<file path="src/rtl/display_pkg.sv">
// Shared display definitions: scan states, active-low segment patterns
// (bit 0 = segment a ... bit 6 = segment g) and active-low anode enables.
package display_pkg;

  typedef enum logic [1:0] {
    SHOW0 = 2'd0,
    GAP0  = 2'd1,
    SHOW1 = 2'd2,
    GAP1  = 2'd3
  } scan_state_t;

  localparam logic [6:0] SEG_0    = 7'b1000000;
  localparam logic [6:0] SEG_1    = 7'b1111001;
  localparam logic [6:0] SEG_2    = 7'b0100100;
  localparam logic [6:0] SEG_3    = 7'b0110000;
  localparam logic [6:0] SEG_4    = 7'b0011001;
  localparam logic [6:0] SEG_5    = 7'b0010010;
  localparam logic [6:0] SEG_6    = 7'b0000010;
  localparam logic [6:0] SEG_7    = 7'b1111000;
  localparam logic [6:0] SEG_8    = 7'b0000000;
  localparam logic [6:0] SEG_9    = 7'b0010000;
  localparam logic [6:0] SEG_DASH = 7'b0111111;
  localparam logic [6:0] SEG_OFF  = 7'b1111111;

  localparam logic [1:0] AN_UNITS = 2'b10;
  localparam logic [1:0] AN_TENS  = 2'b01;
  localparam logic [1:0] AN_NONE  = 2'b11;

endpackage

</file>
<file path="src/rtl/seg7_decode.sv">
// BCD to active-low 7-segment decoder. Non-BCD codes (10..15) show a dash
// so a corrupted counter value is visible rather than silently wrong.
module seg7_decode
  import display_pkg::*;
(
  input  logic [3:0] bcd,
  output logic [6:0] seg
);

  // Map each BCD value to its segment pattern
  always_comb begin
    seg = SEG_DASH;
    case (bcd)
      4'd0: seg = SEG_0;
      4'd1: seg = SEG_1;
      4'd2: seg = SEG_2;
      4'd3: seg = SEG_3;
      4'd4: seg = SEG_4;
      4'd5: seg = SEG_5;
      4'd6: seg = SEG_6;
      4'd7: seg = SEG_7;
      4'd8: seg = SEG_8;
      4'd9: seg = SEG_9;
      default: seg = SEG_DASH;
    endcase
  end

endmodule

</file>
<file path="src/rtl/two_digit_scan_driver.sv">
// Two-digit common-anode 7-segment scan driver. Digits are captured into
// shadow registers on 'update' and scanned units/gap/tens/gap, with a
// one-cycle blank between digits to avoid ghosting.
// Optional build macro: LEADING_ZERO_BLANK_EN blanks a zero tens digit.
module two_digit_scan_driver
  import display_pkg::*;
#(
  parameter int SCAN_DIV = 4
) (
  input  logic       clk,
  input  logic       reset,
  input  logic       update,
  input  logic [3:0] digit0,
  input  logic [3:0] digit1,
  output logic [6:0] seg,
  output logic [1:0] an,
  output logic       frame_tick
);

  localparam int CW = $clog2(SCAN_DIV + 1);
  localparam logic [CW-1:0] LAST = CW'(SCAN_DIV - 1);

  scan_state_t   state, state_next;
  logic [CW-1:0] cnt, cnt_next;
  logic [3:0]    sh0, sh1;
  logic [3:0]    lit_digit;
  logic [6:0]    dec_seg;

  // Next-state and dwell counter: SHOW states dwell SCAN_DIV cycles, GAPs one
  always_comb begin
    state_next = state;
    cnt_next   = cnt;
    case (state)
      SHOW0: begin
        if (cnt == LAST) begin
          state_next = GAP0;
          cnt_next   = '0;
        end else begin
          cnt_next = cnt + CW'(1);
        end
      end
      GAP0: state_next = SHOW1;
      SHOW1: begin
        if (cnt == LAST) begin
          state_next = GAP1;
          cnt_next   = '0;
        end else begin
          cnt_next = cnt + CW'(1);
        end
      end
      GAP1: state_next = SHOW0;
      default: begin
        state_next = SHOW0;
        cnt_next   = '0;
      end
    endcase
  end

  // Scan state and dwell counter registers
  always_ff @(posedge clk or negedge reset) begin
    if (!reset) begin
      state <= SHOW0;
      cnt   <= '0;
    end else begin
      state <= state_next;
      cnt   <= cnt_next;
    end
  end

  // Shadow registers load on any update cycle, so new data shows mid-dwell
  always_ff @(posedge clk or negedge reset) begin
    if (!reset) begin
      sh0 <= 4'd0;
      sh1 <= 4'd0;
    end else if (update) begin
      sh0 <= digit0;
      sh1 <= digit1;
    end
  end

  // Single shared decoder fed by whichever digit the scan is lighting
  always_comb begin
    lit_digit = (state == SHOW1) ? sh1 : sh0;
  end

  seg7_decode u_decode (
    .bcd (lit_digit),
    .seg (dec_seg)
  );

  // Moore outputs straight from state and shadow registers
  always_comb begin
    seg        = SEG_OFF;
    an         = AN_NONE;
    frame_tick = 1'b0;
    case (state)
      SHOW0: begin
        an  = AN_UNITS;
        seg = dec_seg;
      end
      SHOW1: begin
`ifdef LEADING_ZERO_BLANK_EN
        if (sh1 == 4'd0) begin
          an  = AN_NONE;
          seg = SEG_OFF;
        end else begin
          an  = AN_TENS;
          seg = dec_seg;
        end
`else
        an  = AN_TENS;
        seg = dec_seg;
`endif
      end
      GAP1: frame_tick = 1'b1;
      default: begin
        an  = AN_NONE;
        seg = SEG_OFF;
      end
    endcase
  end

endmodule

</file>
<file path="config.mk">
export PLATFORM = sky130hd
export DESIGN_NAME = two_digit_scan_driver
export DESIGN_NICKNAME = d
export VERILOG_FILES = /design/src/rtl/display_pkg.sv /design/src/rtl/seg7_decode.sv /design/src/rtl/two_digit_scan_driver.sv
export SDC_FILE = /design/constraint.sdc
export NUM_CORES = 1
export LEC_CHECK = 0
export BUFFER_PORTS_ARGS = -buffer_cell sky130_fd_sc_hd__buf_2
export CAP_MARGIN = 40
export CORE_MARGIN = 2
export CORE_UTILIZATION = 40
export DETAILED_ROUTE_END_ITERATION = 16
export PLACE_DENSITY = 0.6
export SLEW_MARGIN = 20
export SYNTH_ARGS = -nofsm -noshare
export SYNTH_HDL_FRONTEND = slang
export SYNTH_SLANG_ARGS = --single-unit
</file>
<file path="constraint.sdc">
create_clock -name clk -period 3.4 [get_ports clk]
set_clock_uncertainty 0.15 [all_clocks]
set_input_delay 0 -clock clk [delete_from_list [all_inputs] [get_ports clk]]
set_output_delay 0 -clock clk [all_outputs]
set_load 0.01 [all_outputs]
</file>
# Yosys cells after proc, flatten, opt, wreduce, memory -nomap -nowiden
# Memory sizes are Yosys's and may differ from the RTL's.
# Index checks and enable logic that the tools add are counted.
[classes] n_addsub=1 mul=0 div_mod_pow=0 order_cmp=0 n_eq_ne=6 shifts=0 mux=8 bitwise_logic=0 reduce_logical=3
[op_table] cell="$pmux W2 S4" count=1
[op_table] cell="$mux W7" count=1
[op_table] cell="$eq A2 B2 Y1 const B" count=2
[op_table] cell="$mux W2" count=2
[op_table] cell="$mux W4" count=1
[op_table] cell="$ne A2 B2 Y1 const B" count=2
[op_table] cell="$pmux W2 S2" count=1
[op_table] cell="$add A3 B1 Y3 const B" count=1
[op_table] cell="$eq A3 B2 Y1 const B" count=1
[op_table] cell="$mux W3" count=1
[op_table] cell="$eq A2 B1 Y1 const B" count=1
[op_table] cell="$logic_not A2 Y1" count=1
[op_table] cell="$reduce_and A2 Y1" count=1
[op_table] cell="$reduce_or A2 Y1" count=1
[op_table] cell="$mux W1" count=1
[word_totals] reg_bits=13 latchBits=0 ramBits=0 romBits=112 inputBits=11 memories=1
[memory_table] name="(no name shown)" depth=16 width=7 read_ports=1 rd_clocked_by_memory_dff=0 wr=0 line_no="seg7_decode.sv:13" text="case (bcd)"

# Longest topological paths before layout
# An unclocked memory read counts as a cell.
[logic_depth] ltp_word=4 mapped_depth=8 mapped_depth_nobuf=7

# By module
# From an unflattened synthesis, not the netlist that was laid out.
[unflattened] cells_unflattened=87 hier_area_um2=900.9
[modules_own_cells] module="two_digit_scan_driver" n_inst=1 cells_each=54 area_each_um2=695.7 seq_area_each_um2=325.3
[modules_own_cells] module="seg7_decode" n_inst=1 cells_each=33 area_each_um2=205.2 seq_area_each_um2=0.0

# Least setup slack after synthesis
# No wires, ideal clock.
[synth_timing] path_kind="register to output" start="register state[0]" end="output seg[3]" t_arrival_ns=1.860 path_slack_ns=1.390 stages_incl_launch_ff=9 n_path_buf=1 cell_sequence="dfrtp_1 > inv_1 > ha_1 > buf_6 > mux2i_2 > inv_1 > ha_1 > a21oi_1 > a311o_1"
[synth_via] elab_chain_cells=4 word_cells_on_any_way=6 cone_classes="eq/ne (1); mux (2); reduce/logical (2); memory (1)"
[synth_lines] element="start, declared" line_no="two_digit_scan_driver.sv:23" text="scan_state_t state, state_next;"
[synth_lines] element="start signal, assigned" line_no="two_digit_scan_driver.sv:65" text="state <= state_next;"
[synth_lines] element="$eq A2 B2 Y1" line_no="two_digit_scan_driver.sv:83, two_digit_scan_driver.sv:96"
[synth_lines] element="$mux W4" line_no="two_digit_scan_driver.sv:83" text="lit_digit = (state == SHOW1) ? sh1 : sh0;"
[synth_lines] element="$mem_v2 Z16 W7"
[synth_lines] element="$mux W7 (*)" line_no="two_digit_scan_driver.sv:96" text="case (state)"
[synth_lines] element="end, declared" line_no="two_digit_scan_driver.sv:15" text="output logic [6:0] seg,"
# Every way passes the cells marked *; elsewhere a longest branch is shown, timed or not.

# Final worst setup path
# Ends and elaborated chain as after synthesis.

==> metrics.yaml <==
run_status:
  status: "completed"
logic_synthesis:
  synth_area_per_cell_um2: 11.3
  synth_top_area_cell: "dfrtp_1"
  synth-edff-count: 0
  seq_area_frac_synth_pct: 39.9
  netlist_instances: 72
  synthTopCellsByArea: "dfrtp_1 40%, mux2_2 17%, ha_1 11%"
  synth_ff_type: "dfrtp_1"
  yosysUniqueCellTypes: 24
  synth_top_area_share_pct: 39.9
  synth_area_um2: 815
  yosysMostFrequentCell: "dfrtp_1"
  synth_commonest_cells: "13 x dfrtp_1, 12 x mux2_2, 7 x ha_1, 7 x nor2_1, 5 x inv_1"
  synth_nets: 90
  synth_warnings: 0
  async_flop_share_pct: 100
  ys_seq_elements: 13
grt:
  antenna_found_initial: 0
  grt_overflow: 0
  grt_pass1_wl_um: 2820
  track_usage_pct: 14.9
  grt_pass1_vias: 660
  grt_max_degree: 14
worst_setup_path:
  slowest_delay_ns: 0.46
  cp.arrival_ns: 2.59
  r2r_end: "state[1]"
  path_max_fanout: 8
  start_kind: "flop"
  regToRegSetupSlack_ns: 1.37
  crit_chain: "inv_1 > ha_1 > mux2i_2 > inv_1 > ha_1 > a21oi_1 > a311o_1 > buf_2"
  end_kind: "primary output"
  timing.rr.start: "state[0]"
  required_ns: 3.25
  critPathLaunch: "state[0]"
  crit_slowest_cell: "ha_1"
  reg2reg_depth: 5
  critical_path_class: "flop to primary output"
sta:
  setup_viol: 0
  rsz0062_at_grt: "no"
  hold_viol_final: 0
  period_minus_slack_ns: 2.74
  max_freq_mhz: 364
  period_share_pct: 80.7
  worstMarginPinSlew_ns: 0.570
  setup_ws_ns: 0.656
  max_slew_margin_pct: 61.8
  drv_slew: 0
  setup_tns_ns: 0
finish:
  drive_gt1_share_pct: 37.8
  fin_area_um2: 1140
  final_net_count: 130
  diodes: 0
  syn2layout_area_growth_pct: 39.5
  layout.cells.non_filler: 138
hold_path:
  min_path_type: "flop to flop"
  hold_end: "cnt[1]"
  hold_path_startpoint: "cnt[1]"
  holdPathStages: 1
clock_tree:
  cts_inserted_buffers: 3
  root_buffer: "clkbuf_4"
  clkTransAtPathRegs_ns: 0.07
  cts_tree: "done"
  clk_latency_ns: 0.26
  cts_sinks: 13
  clockBufferDepth: 2
  htree_levels: 1
  ctsResizeCount: 0
routing:
  drt_iter0_drc: 7
  wl_per_cell_um: 11.5
  ant_nets: 0
  dr.pass1.iters: 4
  vias_per_cell: 4.75
  drc: 0
  dr_total_vias: 656
  finalWirelength_um: 1580
placement:
  dpl_worst_slack_ns: 0.940
  dpl_cell_area_um2: 930
  dp_cells: 116
  portBuffers: 20
  dpl.hpwl_um: 1110
  place_congestion: 0.694
die:
  die_x_um: 49.1
  ios: 21
  core_area_um2: 1940
  dieArea_um2: 2410
  start_util_pct: 41.9
  die_y_um: 49.1
  num_rows: 16
power_and_ir_drop:
  ir_drop_mv: 0.271
  leakage_nw: 0.515
  power.density_nw_per_um2: 300
flow_run:
  maxCapViolCount: 0
==> repair_timing <==
item | CTS | global route
hold endpoints to repair | 21 | 0
hold buffers | 18 | 0
setup buffers | 0 | 0
==> critical path, delay by kind of cell (launching register included) <==
| kind | cells | cell delay, ns |
|---|---|---|
| adders and majority gates | 2 | 0.78 |
| DFF | 1 | 0.40 |
| buffers and inverters | 3 | 0.39 |
| AOI/OAI and AO/OA | 2 | 0.39 |
| muxes | 1 | 0.36 |
==> power breakdown <==
part / internal [mW] / total, mW / switching [mW]
registers: 0.164 / 0.173 / 0.00912
logic: 0.0455 / 0.0772 / 0.0317
clock network: 0.0453 / 0.0903 / 0.0449
total: 0.255 / 0.341 / 0.0858
==> cell usage in the layout, fill, tap and decap left out, types with 2 or more instances in the layout <==
cell type / instances
buf_2: 20
dlygate4sd3_1: 18
dfrtp_1: 13
mux2_2: 12
nor2_1: 7
ha_1: 7
inv_1: 5
o21ai_0: 4
mux2i_2: 3
a21oi_1: 3
clkbuf_4: 3
o21ai_1: 2
==> layer usage <==
layer	track usage [%]	wire [um]
met1	18.8	737
met2	25.9	778
met3	1.84	52
met4	5.71	13
met5	0	0
==> logic make-up after synthesis <==
kind of cell / after synthesis / share of synthesized area [%]
buf+inv: 9 / 5.38
fa+ha+maj: 7 / 10.8
mux: 17 / 25.7
compound gates: 15 / 12.1
flops: 13 / 39.9
simple gates: 11 / 6.15
==> final cells by class <==
cell class / instances / area (um^2)
sequential: 13 / 325
timing repair buffer: 38 / 280
inverter: 6 / 25.0
clock buffer: 4 / 26.3
fill: 189 / 806
tap: 27 / 33.8
multi-input combinational: 50 / 445
==> flip-flops by register name (all words and copies together) (netlist names) <==
signal  count
cnt         3
state       2
sh0         4
sh1         4
==> worst max-delay path by stage <==
stage	cells past startpoint	to
after floorplan	8	seg[3]
after global placement	8	seg[3]
after detailed placement	8	seg[3]
after CTS	8	seg[3]
after global routing	8	seg[3]
final	8	seg[3]
==> stage by stage <==
| stage | hold WS [ns] | utilization [%] | total power, mW |
|---|---|---|---|
| finish | 0.377 | 58.5 | 0.341 |
| global route | 0.394 | 58.5 | 0.365 |
| CTS | 0.370 | 58.5 | 0.344 |
| detailed placement | -0.249 | 47.9 | 0.230 |
| global placement | -0.253 | 47.9 | 0.229 |
| floorplan | -0.446 | - | 0.213 |
No activity file was read; power rests on OpenSTA's default activity.
